[config.mk]
export PLATFORM = sky130hd
export DESIGN_NAME = axi_st_patchkr_seq_ctrl
export DESIGN_NICKNAME = d
export VERILOG_FILES = /design/src/rtl/axi_st_patchkr_pkg.sv /design/src/rtl/axi_st_sat_cnt.sv /design/src/rtl/axi_st_patchkr_seq_ctrl.sv
export SDC_FILE = /design/constraint.sdc
export NUM_CORES = 1
export LEC_CHECK = 0
export ABC_CLOCK_PERIOD_IN_PS = 3390
export CAP_MARGIN = 40
export CORE_MARGIN = 5
export CORE_UTILIZATION = 35
export DETAILED_ROUTE_END_ITERATION = 8
export GPL_TIMING_DRIVEN = 0
export PLACE_DENSITY = 0.58
export SYNTH_ARGS = -nofsm -noshare
export SYNTH_HDL_FRONTEND = slang
export SYNTH_SLANG_ARGS = --single-unit
[constraint.sdc]
create_clock -name rdclk -period 3.39 [get_ports rdclk]
set_clock_uncertainty 0.05 [all_clocks]
set_input_delay 0.678 -clock rdclk [delete_from_list [all_inputs] [get_ports rdclk]]
set_output_delay 0.678 -clock rdclk [all_outputs]
set_load 0.1 [all_outputs]
[src/rtl/axi_st_patchkr_pkg.sv]
// Shared types and constants for the AXI-ST half2full pattern checker run sequencer.
package axi_st_patchkr_pkg;

  typedef enum logic [2:0] {
    IDLE = 3'd0,
    ARM  = 3'd1,
    CLR  = 3'd2,
    WAIT = 3'd3,
    GAP  = 3'd4,
    DONE = 3'd5
  } state_e;

  localparam logic [1:0] PASS  = 2'b11;
  localparam logic [1:0] FAIL  = 2'b10;
  localparam logic [1:0] ARMED = 2'b00;

  localparam int CLR_MAX = 8;

endpackage

[src/rtl/axi_st_sat_cnt.sv]
// Saturating up-counter with synchronous clear; clear has priority over increment.
module axi_st_sat_cnt #(
  parameter int W = 16
) (
  input  logic         rdclk,
  input  logic         rst_n,
  input  logic         i_clr,
  input  logic         i_inc,
  output logic [W-1:0] o_cnt
);

  logic [W-1:0] r_cnt;

  // Count register, holds at all-ones
  always_ff @(posedge rdclk or negedge rst_n) begin
    if (!rst_n) begin
      r_cnt <= '0;
    end else if (i_clr) begin
      r_cnt <= '0;
    end else if (i_inc && (r_cnt != {W{1'b1}})) begin
      r_cnt <= r_cnt + W'(1);
    end
  end

  assign o_cnt = r_cnt;

endmodule

[src/rtl/axi_st_patchkr_seq_ctrl.sv]
// Run sequencer for the dual half2full pattern checker: arms the checker, requests bursts,
// collects verdicts with timeout and keeps pass/fail/timeout tallies for the CSR layer.
module axi_st_patchkr_seq_ctrl
  import axi_st_patchkr_pkg::*;
#(
  parameter int TO_W    = 20,
  parameter int ITER_W  = 16,
  parameter int GAP_CYC = 8
) (
  input  logic              rdclk,
  input  logic              rst_n,
  input  logic              cfg_start,
  input  logic              cfg_stop,
  input  logic              cfg_cont_mode,
  input  logic [ITER_W-1:0] cfg_num_iter,
  input  logic [8:0]        cfg_burst_cnt,
  input  logic [TO_W-1:0]   cfg_timeout,
  input  logic [1:0]        patchkr_out,
  input  logic              chkr_fifo_full,
  output logic              patchkr_en,
  output logic              cntuspatt_en,
  output logic              patgen_start,
  output logic [8:0]        patgen_cnt,
  output logic              busy,
  output logic              run_done,
  output logic [ITER_W-1:0] pass_cnt,
  output logic [ITER_W-1:0] fail_cnt,
  output logic [ITER_W-1:0] to_cnt,
  output logic              aborted,
  output logic [2:0]        state_dbg
);

  localparam int GAP_W = (GAP_CYC > 1) ? $clog2(GAP_CYC) : 1;

  state_e              r_state;
  logic                r_sh_cont;
  logic [ITER_W-1:0]   r_sh_num_iter;
  logic [TO_W-1:0]     r_sh_timeout;
  logic [8:0]          r_patgen_cnt;
  logic                r_patchkr_en;
  logic                r_cntuspatt_en;
  logic                r_patgen_start;
  logic                r_busy;
  logic                r_run_done;
  logic                r_aborted;
  logic [1:0]          r_out_q;
  logic [2:0]          r_clr_cnt;
  logic [TO_W-1:0]     r_to_cnt;
  logic [GAP_W-1:0]    r_gap_cnt;
  logic [ITER_W-1:0]   r_iter;

  logic                w_rise;
  logic                w_start;
  logic                w_stop;
  logic                w_clr_expire;
  logic                w_to_hit;
  logic                w_gap_end;
  logic [ITER_W-1:0]   w_num_iter_eff;
  logic [ITER_W:0]     w_iter_next;
  logic                w_last_iter;
  logic                w_pass_inc;
  logic                w_fail_inc;
  logic                w_to_inc;

  assign w_rise         = patchkr_out[1] & ~r_out_q[1];
  assign w_start        = (r_state == IDLE) && cfg_start && !cfg_stop;
  assign w_stop         = (r_state != IDLE) && cfg_stop;
  assign w_clr_expire   = (patchkr_out != ARMED) && (r_clr_cnt == 3'(CLR_MAX - 1));
  assign w_to_hit       = (r_sh_timeout != '0) && (r_to_cnt == (r_sh_timeout - TO_W'(1)));
  assign w_gap_end      = (r_gap_cnt == GAP_W'(GAP_CYC - 1));
  assign w_num_iter_eff = (r_sh_num_iter == '0) ? ITER_W'(1) : r_sh_num_iter;
  assign w_iter_next    = {1'b0, r_iter} + (ITER_W + 1)'(1);
  assign w_last_iter    = (w_iter_next >= {1'b0, w_num_iter_eff});

  // Tally increments; a verdict beats a same-cycle timeout, and a stop suppresses both
  always_comb begin
    w_pass_inc = 1'b0;
    w_fail_inc = 1'b0;
    w_to_inc   = 1'b0;
    if (!cfg_stop) begin
      case (r_state)
        CLR:  w_to_inc = w_clr_expire;
        WAIT: begin
          if (w_rise) begin
            w_pass_inc = patchkr_out[0];
            w_fail_inc = ~patchkr_out[0];
          end else begin
            w_to_inc = w_to_hit;
          end
        end
        default: w_to_inc = 1'b0;
      endcase
    end else begin
      w_to_inc = 1'b0;
    end
  end

  // Sequencer FSM with registered control outputs
  always_ff @(posedge rdclk or negedge rst_n) begin
    if (!rst_n) begin
      r_state        <= IDLE;
      r_sh_cont      <= 1'b0;
      r_sh_num_iter  <= '0;
      r_sh_timeout   <= '0;
      r_patgen_cnt   <= 9'd0;
      r_patchkr_en   <= 1'b0;
      r_cntuspatt_en <= 1'b0;
      r_patgen_start <= 1'b0;
      r_busy         <= 1'b0;
      r_run_done     <= 1'b0;
      r_aborted      <= 1'b0;
      r_out_q        <= 2'b00;
      r_clr_cnt      <= 3'd0;
      r_to_cnt       <= '0;
      r_gap_cnt      <= '0;
      r_iter         <= '0;
    end else begin
      r_out_q        <= patchkr_out;
      r_patchkr_en   <= 1'b0;
      r_patgen_start <= 1'b0;
      r_run_done     <= 1'b0;
      if (w_stop) begin
        r_state        <= IDLE;
        r_aborted      <= 1'b1;
        r_cntuspatt_en <= 1'b0;
        r_run_done     <= 1'b1;
        r_busy         <= 1'b0;
      end else begin
        case (r_state)
          IDLE: begin
            if (w_start) begin
              r_sh_cont      <= cfg_cont_mode;
              r_sh_num_iter  <= cfg_num_iter;
              r_sh_timeout   <= cfg_timeout;
              r_patgen_cnt   <= cfg_burst_cnt;
              r_aborted      <= 1'b0;
              r_busy         <= 1'b1;
              r_iter         <= '0;
              r_patchkr_en   <= 1'b1;
              r_cntuspatt_en <= cfg_cont_mode;
              r_state        <= ARM;
            end
          end
          ARM: begin
            r_clr_cnt <= 3'd0;
            r_state   <= CLR;
          end
          CLR: begin
            // FIFO back-pressure stalls here without consuming the restart budget
            if (patchkr_out == ARMED) begin
              if (!chkr_fifo_full) begin
                r_patgen_start <= 1'b1;
                r_to_cnt       <= '0;
                r_state        <= WAIT;
              end
            end else if (w_clr_expire) begin
              r_gap_cnt <= '0;
              r_state   <= GAP;
            end else begin
              r_clr_cnt <= r_clr_cnt + 3'd1;
            end
          end
          WAIT: begin
            if (w_rise || w_to_hit) begin
              r_gap_cnt <= '0;
              r_state   <= GAP;
            end else if (r_to_cnt != {TO_W{1'b1}}) begin
              r_to_cnt <= r_to_cnt + TO_W'(1);
            end
          end
          GAP: begin
            if (!w_gap_end) begin
              r_gap_cnt <= r_gap_cnt + GAP_W'(1);
            end else if (r_sh_cont) begin
              r_clr_cnt <= 3'd0;
              r_state   <= CLR;
            end else begin
              r_iter <= w_iter_next[ITER_W-1:0];
              if (w_last_iter) begin
                r_run_done     <= 1'b1;
                r_cntuspatt_en <= 1'b0;
                r_state        <= DONE;
              end else begin
                r_patchkr_en <= 1'b1;
                r_state      <= ARM;
              end
            end
          end
          DONE: begin
            r_busy  <= 1'b0;
            r_state <= IDLE;
          end
          default: r_state <= IDLE;
        endcase
      end
    end
  end

  axi_st_sat_cnt #(.W(ITER_W)) u_pass_cnt (
    .rdclk(rdclk), .rst_n(rst_n), .i_clr(w_start), .i_inc(w_pass_inc), .o_cnt(pass_cnt)
  );

  axi_st_sat_cnt #(.W(ITER_W)) u_fail_cnt (
    .rdclk(rdclk), .rst_n(rst_n), .i_clr(w_start), .i_inc(w_fail_inc), .o_cnt(fail_cnt)
  );

  axi_st_sat_cnt #(.W(ITER_W)) u_to_cnt (
    .rdclk(rdclk), .rst_n(rst_n), .i_clr(w_start), .i_inc(w_to_inc), .o_cnt(to_cnt)
  );

  assign patchkr_en   = r_patchkr_en;
  assign cntuspatt_en = r_cntuspatt_en;
  assign patgen_start = r_patgen_start;
  assign patgen_cnt   = r_patgen_cnt;
  assign busy         = r_busy;
  assign run_done     = r_run_done;
  assign aborted      = r_aborted;
  assign state_dbg    = r_state;

endmodule

==> key figures <==
Clock tree
  • Clk sink count: 146
  • CTS tree: built
  • Clk slew on worst S/H paths: 0.06 ns
  • Skew-Pair Late Insertion Delay: 0.43 ns
  • CTS buffer count: 17
  • Clk buf depth: 2
  • CTS H-Tree Depth: 4
  • Clock root buffer: clkbuf_16
  • Hold-fix buffers, CTS: 0

Floorplanning
  • Die height: 163 um
  • Die extent in x: 163 um
  • I/O pin total: 119
  • DIE AREA: 26700 sq um
  • Core area: 23300 sq um
  • Initial Util: 35.3%
  • Row count: 56

STA
  • Final hold vios: 0
  • Crit path time final: 3.32 ns
  • Final setup fails: 0
  • Final max-slew violation count: 0
  • Final period utilization: 97.8%
  • Unrepaired setup endpoints after global routing: yes
  • Post-route worst setup slack: 0.0735 ns
  • Slew HR: 48.5%
  • Fmax: 302 MHz
  • Min Hold Slack: 0.233 ns
  • Least-Margin Pin Slew: 0.773 ns

Pwr
  • Int Power: 4.47 mW
  • Clock power share: 25.0%
  • Total Power: 7.52 mW
  • Net switching power: 3.06 mW
  • Sw Ratio: 40.6%
  • Pwr per Cell Area: 624 nW/um^2
  • Combinational fraction of design power: 42.5%
  • Reg power frac: 32.5%
  • Leak: 5.22 nW
  • VDD IR max: 360 uV

Place
  • PortBufs: 117
  • Placed instance area: 11200 sq um
  • Worst slack, placed: -0.222 ns
  • Dpl cells: 1423
  • HPWL after DPL: 17.5 mm
  • Placer Congestion: 0.820

GRT
  • Vias in the first global route: 7483
  • Initial antenna violation count: 0
  • Largest net degree at the start of global routing: 80
  • Grt ovf: 0
  • First-pass GRT wire length: 39.4 mm
  • GRT Util Overall: 18.4%

Detailed routing
  • Drt drc: 0
  • Iter 0 DRT Violations: 375
  • Vias post-DR: 7454
  • Avg WL per Cell: 16.3 um
  • Antenna Nets Post-Route: 0
  • Via density per instance: 5.07
  • Final wirelength: 23.9 mm
  • First drt pass iteration count: 5

Status
  • Outcome: complete, no violations

Synthesis
  • Synth warn: 0
  • Main area contributors after synthesis: dfrtp_1, nand2_1, xnor2_1
  • Register area share after synthesis: 44.4%
  • Main synth FF type: dfrtp_1
  • Post-synthesis cell count: 920
  • Avg Cell Area, Syn: 8.95 sq um
  • Number of flops mapped to enable cells by yosys: 0
  • Async SR Flop Fraction: 100%
  • Synth Cell Area: 8230 sq um
  • Unique masters post-synth: 67
  • Synth top area share: 44.4%
  • Net count after synthesis: 999
  • FF+latch count, synth: 146
  • Most area-hungry cell type in the Yosys netlist: dfrtp_1

Worst setup path
  • Worst path arrival time: 3.62 ns
  • CP Class: register to register
  • Critical Path Start Type: register
  • Worst-path maximum fanout: 6
  • Slowest Stage Delay on Critical Path: 0.50 ns
  • Crit path max-delay cell type: a2111o_1
  • Setup crit end kind: register
  • Critical path required time: 3.69 ns
  • Cells along the critical path: inv_4, ha_4, or3b_4, nor3_4, mux2i_1, o31ai_2, a2111o_1, nor4_4, buf_4, nor2_2, or4_4, a21oi_2

Cells and area
  • Final nets: 1216
  • Ant. Diodes: 0
  • Final non-filler cell total: 1469
  • Commonest non-fill, non-tap cell in the layout: nand2_1
  • Area growth, synth to finish: 46.6%
  • Fraction of layout cells with a size suffix above 1: 15.0%
  • Final Instance Area: 12100 sq um
  • Most frequent cells in the layout: nand2_1, dfrtp_1, clkdlybuf4s50_1, nor2_1, o21ai_0

Job
  • MaxCap Viol Count: 0

Min path
  • HP Class: input pin to asynchronous set/reset pin
-- critical path, delay by kind of cell (launching register included) --
| kind | cells | cell delay [ns] |
|---|---|---|
| simple gates | 5 | 1.40 |
| buf+inv | 2 | 0.26 |
| fa+ha+maj | 1 | 0.13 |
| flops | 1 | 0.43 |
| mux | 1 | 0.24 |
| compound gates | 3 | 0.74 |
-- logic make-up after synthesis --
| group | share of synthesized area [%] |
|---|---|
| buffers and inverters | 3.34 |
| and+or+nand+nor | 27.2 |
| xor gates and xnor gates | 8.30 |
| adders and majority gates | 3.95 |
| muxes | 1.47 |
| AOI/OAI and AO/OA | 11.4 |
| DFF | 44.4 |
-- worst paths after layout --
| path | from | endpoint | slack (ns) | cells past startpoint |
|---|---|---|---|---|
| setup / recovery | r_sh_timeout[0]$_DFFE_PN0P_ | u_to_cnt.o_cnt[10]$_DFFE_PN0P_ | 0.07 | 12 |
| hold / removal | rst_n | u_pass_cnt.o_cnt[7]$_DFFE_PN0P_ | 0.23 | 1 |
| setup reg to reg | r_sh_timeout[0]$_DFFE_PN0P_ | u_to_cnt.o_cnt[10]$_DFFE_PN0P_ | 0.07 | 12 |
| hold reg to reg | patgen_cnt[0]$_DFFE_PN0P_ | patgen_cnt[0]$_DFFE_PN0P_ | 0.43 | 2 |
| max in group asynchronous | rst_n | r_iter[0]$_DFFE_PN0P_ | 2.23 | 2 |
| min in group rdclk | patgen_cnt[0]$_DFFE_PN0P_ | patgen_cnt[0]$_DFFE_PN0P_ | 0.43 | 2 |
-- power by group through the flow --
| stage | clock, mW | combinational (mW) | sequential (mW) |
|---|---|---|---|
| after floorplan | 0 | 1.33 | 3.02 |
| after detailed placement | 0 | 3.04 | 2.46 |
| after global routing | 2.00 | 3.47 | 2.50 |
| after CTS | 1.93 | 3.07 | 2.44 |
| final | 1.88 | 3.20 | 2.44 |
| after global placement | 0 | 2.62 | 2.45 |
-- state kept, by name, summed over array words and instances, names as in the netlist, 3 cells and up --
register          count
patgen_cnt            9
r_iter               16
r_sh_timeout         20
state_dbg             3
u_to_cnt.o_cnt       16
r_sh_num_iter        16
u_pass_cnt.o_cnt     16
u_fail_cnt.o_cnt     16
r_gap_cnt             3
r_clr_cnt             3
r_to_cnt             20
-- final cells by class --
class	instances	area (sq um)
flip-flops and latches	146	3660
multi-input cells	705	4480
well taps	319	399
inverters	27	104
fillers	2119	11300
plain buffers	39	173
repair buffers	201	2670
clock buffers	18	429
clock inverters	14	156
-- synthesized netlist by cell type (4+ instances only) --
master	count
nand2b_1	18
a211oi_1	5
clkbuf_1	36
nand2_1	170
xnor2_1	42
inv_1	27
nor4_2	5
ha_1	26
and3_1	15
o211ai_1	4
a22o_1	10
mux2i_1	11
o31ai_1	9
or3_1	12
a21o_1	7
nor3_1	20
and2_1	6
or4_1	6
nor2_1	78
nand3_1	39
nor4_1	10
xor2_1	36
nand4_1	25
o21ai_0	48
a31oi_1	4
a21oi_1	32
nor2b_1	9
and4_1	4
dfrtp_1	146
buf_2	4
-- what timing repair did --
| action | in CTS | in global routing |
|---|---|---|
| resized for setup | 7 | 41 |
| buffers inserted | 4 | 12 |
| endpoints found under the hold margin | 0 | 0 |
| gates cloned | 0 | 1 |
| pin swaps | 2 | 12 |
| endpoints found under the setup margin | 42 | 55 |
-- per-layer routing --
metal | routed length (um) | vias to the layer above | part of all wire [%] | global-route usage [%]
li1 | - | 3655 | - | -
met1 | 11100 | 3614 | 47 | 25.9
met2 | 11400 | 168 | 48 | 29.3
met3 | 1120 | 17 | 4.7 | 3.89
met4 | 282 | 0 | 1.2 | 4.38
met5 | 0 | - | 0 | 0
-- stage by stage --
| stage | TNS, ns | util (%) |
|---|---|---|
| final | 0 | 51.7 |
| after global routing | -0.860 | 51.7 |
| after CTS | 0 | 50.7 |
| after detailed placement | -4.50 | 47.9 |
| after global placement | -687.41 | 42.0 |
| after floorplan | 0 | - |
Power figures use the tool's default switching activity.
